File: src/rtl/vec_mac_engine_if.sv
// ----------------------------------------------------------------------------
// vec_mac_engine_if
//
// Purpose:
//   Bundles the command, operand-stream and result signals of vec_mac_engine
//   so that the operand fetch side and the engine share one typed connection.
//
// Signals:
//   start     1       one-cycle launch pulse
//   mode      1       0 = MAC (acc += a*b), 1 = MSUB (acc -= a*b)
//   n         CNT_W   number of operand pairs
//   c_in      ACC_W   signed initial accumulator value
//   abort     1       synchronous cancel
//   in_valid  1       operand pair valid
//   in_ready  1       engine accepts a pair this cycle
//   a_data    DATA_W  signed operand a
//   b_data    DATA_W  signed operand b
//   busy      1       engine not idle
//   done      1       one-cycle pulse, c_out valid
//   c_out     ACC_W   signed result
//   ovf       1       sticky overflow flag
//
// Modports:
//   master  - the fetch/control side that drives commands and operands
//   slave   - the engine itself
// ----------------------------------------------------------------------------
interface vec_mac_engine_if #(
    parameter int DATA_W = 32,
    parameter int ACC_W  = 64,
    parameter int CNT_W  = 16
);
    logic                     start;
    logic                     mode;
    logic [CNT_W-1:0]         n;
    logic signed [ACC_W-1:0]  c_in;
    logic                     abort;
    logic                     in_valid;
    logic                     in_ready;
    logic signed [DATA_W-1:0] a_data;
    logic signed [DATA_W-1:0] b_data;
    logic                     busy;
    logic                     done;
    logic signed [ACC_W-1:0]  c_out;
    logic                     ovf;

    modport master (
        output start, mode, n, c_in, abort, in_valid, a_data, b_data,
        input  in_ready, busy, done, c_out, ovf
    );

    modport slave (
        input  start, mode, n, c_in, abort, in_valid, a_data, b_data,
        output in_ready, busy, done, c_out, ovf
    );
endinterface

File: src/rtl/vec_mac_engine.sv
// ----------------------------------------------------------------------------
// vec_mac_engine
//
// Purpose:
//   Streaming signed multiply-accumulate engine.
//   Computes c_out = c_in +/- sum(a[i]*b[i]) over n operand pairs delivered
//   on a valid/ready stream. Two-stage pipeline: a product register fed by
//   the accepted pair, then an accumulate stage that runs every cycle the
//   product register holds a valid product. Sustains one pair per cycle.
//
// Parameters:
//   DATA_W  width of signed operands a/b
//   ACC_W   width of the signed accumulator, c_in and c_out (>= 2*DATA_W)
//   CNT_W   width of the element count n
//   SAT     1 = clamp the accumulator on overflow, 0 = two's-complement wrap
//
// Ports:
//   clk   rising-edge clock
//   rst   asynchronous active-low reset
//   bus   vec_mac_engine_if.slave (command, operand stream, result, status)
//
// Latency:
//   last pair accepted at edge k -> final accumulate at edge k+1 ->
//   DONE entered (done=1, c_out updated) at edge k+2.
//   n == 0 goes straight to DONE on the start edge with c_out = c_in.
// ----------------------------------------------------------------------------
module vec_mac_engine #(
    parameter int DATA_W = 32,
    parameter int ACC_W  = 64,
    parameter int CNT_W  = 16,
    parameter bit SAT    = 1'b0
) (
    input logic             clk,
    input logic             rst,
    vec_mac_engine_if.slave bus
);

    localparam int PROD_W = 2 * DATA_W;

    localparam logic [ACC_W-1:0] ACC_MAX = {1'b0, {(ACC_W-1){1'b1}}};
    localparam logic [ACC_W-1:0] ACC_MIN = {1'b1, {(ACC_W-1){1'b0}}};

    typedef enum logic [1:0] {
        IDLE  = 2'd0,
        RUN   = 2'd1,
        DRAIN = 2'd2,
        DONE  = 2'd3
    } state_t;

    // ------------------------------------------------------------------------
    // State
    // ------------------------------------------------------------------------
    state_t            state;
    state_t            state_next;

    logic [CNT_W-1:0]  n_q;
    logic              mode_q;
    logic [CNT_W-1:0]  cnt;
    logic [ACC_W-1:0]  acc;
    logic [PROD_W-1:0] prod;
    logic              p_vld;
    logic [ACC_W-1:0]  c_out_q;
    logic              ovf_q;

    // ------------------------------------------------------------------------
    // Handshake and counting
    // ------------------------------------------------------------------------
    logic             accept;
    logic             last_pair;
    logic [CNT_W-1:0] cnt_inc;

    // abort wins over acceptance: a pair offered in the abort cycle is dropped.
    assign accept    = (state == RUN) && bus.in_valid && !bus.abort;
    assign cnt_inc   = cnt + 1'b1;
    assign last_pair = accept && (cnt_inc == n_q);

    // ------------------------------------------------------------------------
    // Multiply stage: full-width signed product. Sign-extending both operands
    // to PROD_W and keeping the low PROD_W bits of the product gives the
    // exact signed result without relying on expression signedness rules.
    // ------------------------------------------------------------------------
    logic [PROD_W-1:0] a_ext;
    logic [PROD_W-1:0] b_ext;
    logic [PROD_W-1:0] mul;

    assign a_ext = {{DATA_W{bus.a_data[DATA_W-1]}}, bus.a_data};
    assign b_ext = {{DATA_W{bus.b_data[DATA_W-1]}}, bus.b_data};
    assign mul   = a_ext * b_ext;

    // ------------------------------------------------------------------------
    // Accumulate stage. The sum is formed one bit wider than the accumulator;
    // overflow is exactly the case where the top two bits of that sum differ,
    // and the top bit then carries the true sign used to pick the clamp rail.
    // ------------------------------------------------------------------------
    logic [ACC_W:0]   acc_ext;
    logic [ACC_W:0]   prod_ext;
    logic [ACC_W:0]   sum;
    logic             sum_ovf;
    logic [ACC_W-1:0] acc_upd;

    // NOTE: every signal assigned in an always_comb gets a default first, so
    // no path through the block leaves it unassigned and no latch is inferred.
    always_comb begin
        acc_ext  = {acc[ACC_W-1], acc};
        prod_ext = {{(ACC_W+1-PROD_W){prod[PROD_W-1]}}, prod};
        sum      = mode_q ? (acc_ext - prod_ext) : (acc_ext + prod_ext);
        sum_ovf  = sum[ACC_W] ^ sum[ACC_W-1];
        acc_upd  = sum[ACC_W-1:0];
        if (SAT && sum_ovf) begin
            acc_upd = sum[ACC_W] ? ACC_MIN : ACC_MAX;
        end
    end

    // ------------------------------------------------------------------------
    // Controller: next-state logic
    // ------------------------------------------------------------------------
    always_comb begin
        state_next = state;
        unique case (state)
            IDLE: begin
                if (bus.start) begin
                    state_next = (bus.n == '0) ? DONE : RUN;
                end
            end
            RUN: begin
                if (last_pair) begin
                    state_next = DRAIN;
                end
            end
            DRAIN: begin
                // The final product is folded in on the first DRAIN edge;
                // once p_vld has cleared, acc holds the finished result.
                if (!p_vld) begin
                    state_next = DONE;
                end
            end
            DONE: begin
                state_next = IDLE;
            end
            default: begin
                state_next = IDLE;
            end
        endcase

        if (bus.abort && (state != IDLE)) begin
            state_next = IDLE;
        end
    end

    // ------------------------------------------------------------------------
    // Controller: state register
    // ------------------------------------------------------------------------
    // NOTE: sequential state is written with non-blocking assignments so every
    // register samples pre-edge values, independent of statement order.
    always_ff @(posedge clk or negedge rst) begin
        if (!rst) begin
            state <= IDLE;
        end else begin
            state <= state_next;
        end
    end

    // ------------------------------------------------------------------------
    // Datapath registers
    // ------------------------------------------------------------------------
    always_ff @(posedge clk or negedge rst) begin
        if (!rst) begin
            n_q     <= '0;
            mode_q  <= 1'b0;
            cnt     <= '0;
            acc     <= '0;
            prod    <= '0;
            p_vld   <= 1'b0;
            c_out_q <= '0;
            ovf_q   <= 1'b0;
        end else begin
            // Product stage. p_vld follows acceptance, which also clears it
            // on abort and in every non-RUN state.
            p_vld <= accept;
            if (accept) begin
                prod <= mul;
                cnt  <= cnt_inc;
            end

            // Command latch (IDLE only) or accumulate. A start in any other
            // state is ignored, so the latched operation is never disturbed.
            if ((state == IDLE) && bus.start) begin
                n_q    <= bus.n;
                mode_q <= bus.mode;
                acc    <= bus.c_in;
                ovf_q  <= 1'b0;
                cnt    <= '0;
            end else if (p_vld && !bus.abort) begin
                acc <= acc_upd;
                if (sum_ovf) begin
                    ovf_q <= 1'b1;
                end
            end

            // Result register loads only on entry to DONE. The zero-length
            // case enters DONE straight from IDLE, where acc is not yet
            // loaded, so c_in is taken directly.
            if ((state != DONE) && (state_next == DONE)) begin
                c_out_q <= (state == IDLE) ? bus.c_in : acc;
            end
        end
    end

    // ------------------------------------------------------------------------
    // Outputs
    // ------------------------------------------------------------------------
    assign bus.in_ready = (state == RUN);
    assign bus.busy     = (state != IDLE);
    assign bus.done     = (state == DONE);
    assign bus.c_out    = c_out_q;
    assign bus.ovf      = ovf_q;

endmodule

File: src/flat_wrapper.sv
// flat-port wrapper written by rule: the top's interface ports become plain ports
module vec_mac_engine_flat 
#(
    parameter int DATA_W = 32,
    parameter int ACC_W  = 64,
    parameter int CNT_W  = 16,
    parameter bit SAT    = 1'b0
)
  (clk, rst, bus_start, bus_mode, bus_n, bus_c_in, bus_abort, bus_in_valid, bus_a_data, bus_b_data, bus_in_ready, bus_busy, bus_done, bus_c_out, bus_ovf);
  vec_mac_engine_if #(.DATA_W(DATA_W), .ACC_W(ACC_W), .CNT_W(CNT_W)) bus_i ();
  input logic clk;
  input logic rst;
  input wire logic [$bits(bus_i.start)-1:0] bus_start;
  input wire logic [$bits(bus_i.mode)-1:0] bus_mode;
  input wire logic [$bits(bus_i.n)-1:0] bus_n;
  input wire logic [$bits(bus_i.c_in)-1:0] bus_c_in;
  input wire logic [$bits(bus_i.abort)-1:0] bus_abort;
  input wire logic [$bits(bus_i.in_valid)-1:0] bus_in_valid;
  input wire logic [$bits(bus_i.a_data)-1:0] bus_a_data;
  input wire logic [$bits(bus_i.b_data)-1:0] bus_b_data;
  output wire logic [$bits(bus_i.in_ready)-1:0] bus_in_ready;
  output wire logic [$bits(bus_i.busy)-1:0] bus_busy;
  output wire logic [$bits(bus_i.done)-1:0] bus_done;
  output wire logic [$bits(bus_i.c_out)-1:0] bus_c_out;
  output wire logic [$bits(bus_i.ovf)-1:0] bus_ovf;
  assign bus_i.start = bus_start;
  assign bus_i.mode = bus_mode;
  assign bus_i.n = bus_n;
  assign bus_i.c_in = bus_c_in;
  assign bus_i.abort = bus_abort;
  assign bus_i.in_valid = bus_in_valid;
  assign bus_i.a_data = bus_a_data;
  assign bus_i.b_data = bus_b_data;
  assign bus_in_ready = bus_i.in_ready;
  assign bus_busy = bus_i.busy;
  assign bus_done = bus_i.done;
  assign bus_c_out = bus_i.c_out;
  assign bus_ovf = bus_i.ovf;
  vec_mac_engine #(.DATA_W(DATA_W), .ACC_W(ACC_W), .CNT_W(CNT_W), .SAT(SAT)) u_core (.clk(clk), .rst(rst), .bus(bus_i));
endmodule
File: config.mk
export PLATFORM = sky130hd
export DESIGN_NAME = vec_mac_engine_flat
export DESIGN_NICKNAME = d
export VERILOG_FILES = /design/src/rtl/vec_mac_engine_if.sv /design/src/rtl/vec_mac_engine.sv /design/src/flat_wrapper.sv
export SDC_FILE = /design/constraint.sdc
export NUM_CORES = 2
export LEC_CHECK = 0
export ABC_AREA = 1
export CAP_MARGIN = 15
export CORE_AREA = 2 2 352 354
export CTS_CLUSTER_DIAMETER = 80
export DETAILED_ROUTE_END_ITERATION = 8
export DIE_AREA = 0 0 354 356
export GPL_ROUTABILITY_DRIVEN = 0
export GPL_TIMING_DRIVEN = 0
export PLACE_DENSITY = 0.66
export SYNTH_ARGS = -nofsm -noshare
export SYNTH_HDL_FRONTEND = slang
export SYNTH_SLANG_ARGS = --single-unit
File: constraint.sdc
create_clock -name clk -period 4.2 [get_ports clk]
set_clock_uncertainty 0.15 [all_clocks]
set_input_delay 1.05 -clock clk [delete_from_list [all_inputs] [get_ports clk]]
set_output_delay 1.05 -clock clk [all_outputs]
set_load 0.02 [all_outputs]
* Word-level counts from Yosys, hierarchy flattened
Index checks and enable logic that the tools add are counted.
** Cells by class
- Multipliers :: 1
- Equality and inequality tests :: 6
- Bitwise operators :: 1
- Reduce and logical (&&, ||, !) cells :: 15
- Add/sub/neg operators :: 3
- Mux-type cells :: 15
** Operators with widths (count)
- $mux 64 :: 3
- $add 64x64->65 :: 1
- $mux 65 :: 1
- $sub 64x64->65 :: 1
- $mul 32x32->64 :: 1
- $mux 16 :: 2
- $add 16x1->16 const B :: 1
- $eq 16x16->1 :: 1
- $logic_not 16->1 :: 1
- $mux 2 :: 5
- $pmux 2 s4 :: 1
- $reduce_bool 2->1 :: 4
- $logic_and 1x1->1 :: 7
- $eq 2x2->1 const B :: 3
- $mux 1 :: 3
- $eq 2x1->1 const B :: 1
- $logic_not 2->1 :: 1
- $ne 2x2->1 const B :: 1
- $reduce_and 2->1 :: 1
- $logic_not 1->1 :: 1
- $xor 1x1->1 :: 1
** Word-level totals
- Flip-flop bits (word level) :: 229
- Input port bits :: 150
- Word-level logic and storage cells :: 50
- Output and inout port bits :: 68

* Logic depth before layout (Yosys ltp)
- Word-level depth :: 9
- Gate-level depth with buffers :: 33
- Gate-level depth less buffers :: 32

* Worst setup path after synthesis
Ideal clock, no wire load.
- Kind :: input to register
- From :: in bus_a_data[31]
- To :: reg u_core.prod[54]
- Path slack :: -4085 ps
- Library setup time :: 118 ps
- Data required time :: 3932 ps
- Arrival time :: 8017 ps
- Cell stages on the path :: 28
- Buffers on the path :: 1
- Cells stage by stage :: clkbuf_1 nand2_1 inv_1 fa_1 fa_1 inv_1 fa_1 inv_1 fa_1 inv_1 fa_1 inv_1 fa_1 inv_1 fa_1 fa_1 inv_1 ha_1 nand2_1 inv_1 a21oi_1 o21ai_0 a21oi_1 nand3_1 a21o_1 or2_2 nand3_1 nand2_1
** Between the ends
- Longest elaborated chain between the ends :: 1
** Ends and longest elaborated chain
- start: declaration :: RTL line flat_wrapper.sv:19 : input wire logic [$bits(bus_i.a_data)-1:0] bus_a_data;
- $mul 32x32->64 :: RTL line vec_mac_engine.sv:88 : assign mul = a_ext * b_ext;
- end signal: assignment :: RTL line vec_mac_engine.sv:181 : prod <= mul;
- end: declaration :: RTL line vec_mac_engine.sv:60 : logic [PROD_W-1:0] prod;
No other way between the ends.
A chain may end at the register's enable or synchronous reset.

* Worst setup path after layout
- From :: in bus_a_data[31]
- To :: reg u_core.prod[56]
Same word-level chain as after synthesis.

==> impl_metrics.yaml <==
worst_setup_path:
  worstSetupStartpoint: "bus_a_data[31]"
  start_kind: "input port"
  regToRegSetupSlack_ns: -0.58
  rr_endpoint: "u_core.bus.ovf"
  end_kind: "flip-flop"
  critPathKind: "input port to flip-flop"
  endpoint: "u_core.prod[56]"
  critical-path-max-stage-delay_ns: 0.71
  cpMostUsedCell: "fa_1"
  cp_max_fo: 6
  required_ns: 4.56
  crit_arrival_ns: 8.19
  r2r-start: "u_core.prod[2]"
  r2r.worst_path.cells: 27
  slowest_stage: "fa_2"
synth:
  synth_xor_area_share_pct: 2.034
  synth_area_um2: 54560
  synth_compound_gate_area_share_pct: 6.788
  synth_mux_area_share_pct: 0
  async_flop_share_pct: 100.0
  synth_area_leaders: "fa_1 (40%), inv_1 (13%), nand2_1 (13%)"
  yosysMostFrequentCell: "inv_1"
  yosysWarnings: 0
  yosysTopAreaCell: "fa_1"
  ys_seq_elements: 229
  synth_top_family_by_area: "adder cells"
  synth_top_area_share_pct: 39.74
  synth_top_cells_by_count: "inv_1 (1931), nand2_1 (1918), fa_1 (1083), nor2_1 (397), o21ai_0 (288)"
  synth_adder_area_share_pct: 45.47
  synthFlopType: "dfrtp_1"
  synth-simple-area-share_pct: 19.85
  synth_edf_count: 0
  yosysSeqAreaShare_pct: 10.50
  synth_fp_nets: 8731
  syn_inst: 7248
  syn_area_per_cell_um2: 7.527
  synth_cell_type_count: 52
clock_tree:
  clock_sinks: 229
  clk_transition_reported_paths_ns: 0.06
  cts_buffer_depth: 3
  ctsHoldBuffers: 0
  insertion_delay_ns: 0.58
  cts_root_buf: "clkbuf_16"
  cts_tree: "done"
  cts_made_buffers: 25
  htree_levels: 1
floorplanning:
  rows: 129
  start_util_pct: 44.48
  ios: 218
  core_area_um2: 122700
  dieArea_um2: 126000
  chipWidth_um: 354
  die_h_um: 356
routing:
  first_pass_iters: 7
  routed_wl_um: 223200
  drcViolationCount: 0
  dr_wl_met3_um: 29300
  met2_length_um: 94130
  ant_nets: 0
  dr_total_vias: 52260
  wl_met1_um: 79560
  wl_per_cell_um: 23.76
  via_per_inst: 5.562
  drt_iter0_markers: 6037
  top_layer_used: "met5"
job:
  drv_cap: 0
run_status:
  outcome: "finished, violations left"
  failed_checks: "setup timing"
global_routing:
  grt_pass1_wl_um: 322500
  grt_antenna_before_repair: 8
  grt-ovfl-total: 0
  track_usage_pct: 34.36
  grt_max_degree: 82
  grt_pass1_vias: 52340
timing:
  relSlewSlack_pct: 12.60
  finalWorstSetupSlack_ns: -3.634
  tightest_slew_ns: 1.311
  maxSlewViolCount: 0
  rsz0062_at_grt: "true"
  finalSetupViolations: 83
  timing.hold.ws_ns: 0.3219
  post-route-min-period_ns: 7.834
  finalHoldViolations: 0
  period_share_pct: 186.5
  fmax_ghz: 0.1276
cells_and_area:
  fin_area_um2: 68690
  utilization_pct: 56.00
  stdcell_count: 9395
  n_fill_cell: 10900
  fin_nets: 9219
  drive_gt1_share_pct: 17.06
  area_growth_pct: 25.90
place:
  dp_cells: 9104
  placed_area_um2: 60790
  dp_hpwl_um: 175100
  io_buffers: 217
hold_path:
  hold_class: "flip-flop to flip-flop"
## through the flow
step / setup WS, ns / TNS (ns)
floorplan: -3.748 / -153.93
global placement: -7.973 / -2096.05
detailed placement: -5.642 / -280.68
CTS: -3.383 / -170.59
global route: -3.805 / -189.47
finish: -3.634 / -171.22
## worst max-delay path, delay by kind of cell
kind	cells	cell delay [ns]
AO/OA/AOI/OAI	1	0.48
adder cells (fa/ha/maj)	9	4.67
AND/OR/NAND/NOR	8	0.87
buffers and inverters	12	1.09
## worst min-delay path by stage
stage	startpoint	to	slack, ns	cells after the start
2_1_floorplan	u_core.prod[61]	u_core.prod[61]	0.30	2
3_3_place_gp	u_core.bus.c_out[39]	u_core.bus.c_out[39]	0.31	2
3_5_place_dp	u_core.bus.c_out[6]	u_core.bus.c_out[6]	0.31	2
4_1_cts	u_core.bus.c_out[6]	u_core.bus.c_out[6]	0.32	2
5_1_grt	u_core.bus.c_out[10]	u_core.bus.c_out[10]	0.34	2
6_report	u_core.bus.c_out[24]	u_core.bus.c_out[24]	0.32	2
## repair_timing
item,in CTS,in global routing
gates cloned,0,5
resized for setup,955,711
pin swaps,155,254
setup endpoints to repair,107,108
buffers inserted,110,131
## area by class of cell
| cell class | instances | area (um2) | share of cell area, % |
|---|---|---|---|
| Multi-Input combinational cell | 4805 | 44290 | 64.48 |
| Inverter | 1934 | 7308 | 10.64 |
| Sequential cell | 229 | 5731 | 8.342 |
| Timing Repair Buffer | 461 | 4488 | 6.534 |
| Buffer | 280 | 3966 | 5.774 |
| Tap cell | 1637 | 2048 | 2.982 |
| Clock buffer | 31 | 658.1 | 0.9581 |
| Clock inverter | 13 | 186.4 | 0.2714 |
| Antenna cell | 5 | 12.51 | 0.01821 |
## registers in the layout (all words and copies together), names as in the netlist
name and cells:
u_core.acc 64, u_core.n_q 16, u_core.bus.c_out 64, u_core.p_vld 1
u_core.cnt 16, u_core.state 2, u_core.mode_q 1, u_core.bus.ovf 1
u_core.prod 64
## cell families after synthesis
group | count (synthesis)
adder cells (fa/ha/maj) | 1333
buffers and inverters | 2214
AND/OR/NAND/NOR | 2694
XOR/XNOR | 122
AO/OA/AOI/OAI | 656
flip-flops | 229
## per-layer routing
metal	global-route usage (%)	up-vias
met2	52.11	3651
met3	9.915	1091
met1	42.84	25280
met4	22.58	10
met5	0.1887	-
li1	-	22220
## cell usage in the layout (no fill, tap or decap), drive strengths merged, types with 17 or more instances in the layout
cell type | synthesis | final
nand2 | 1919 | 1919
ha | 250 | 250
o211ai | 19 | 19
nor3 | 34 | 34
o21ai | 289 | 289
nand3 | 174 | 174
fa | 1083 | 1083
o21bai | 30 | 30
a31oi | 29 | 29
inv | 1932 | 1928
a21o | 17 | 17
nor4 | 21 | 21
clkdlybuf4s50 | 0 | 152
a21oi | 200 | 200
dfrtp | 229 | 229
or2 | 25 | 25
nand4 | 98 | 98
clkbuf | 256 | 239
buf | 24 | 380
xor2 | 78 | 78
xnor2 | 41 | 41
nor2 | 399 | 399
o221ai | 22 | 22
Power is not shown: default switching activity piles up to over one toggle a cycle in this logic, so the estimate is an artifact.
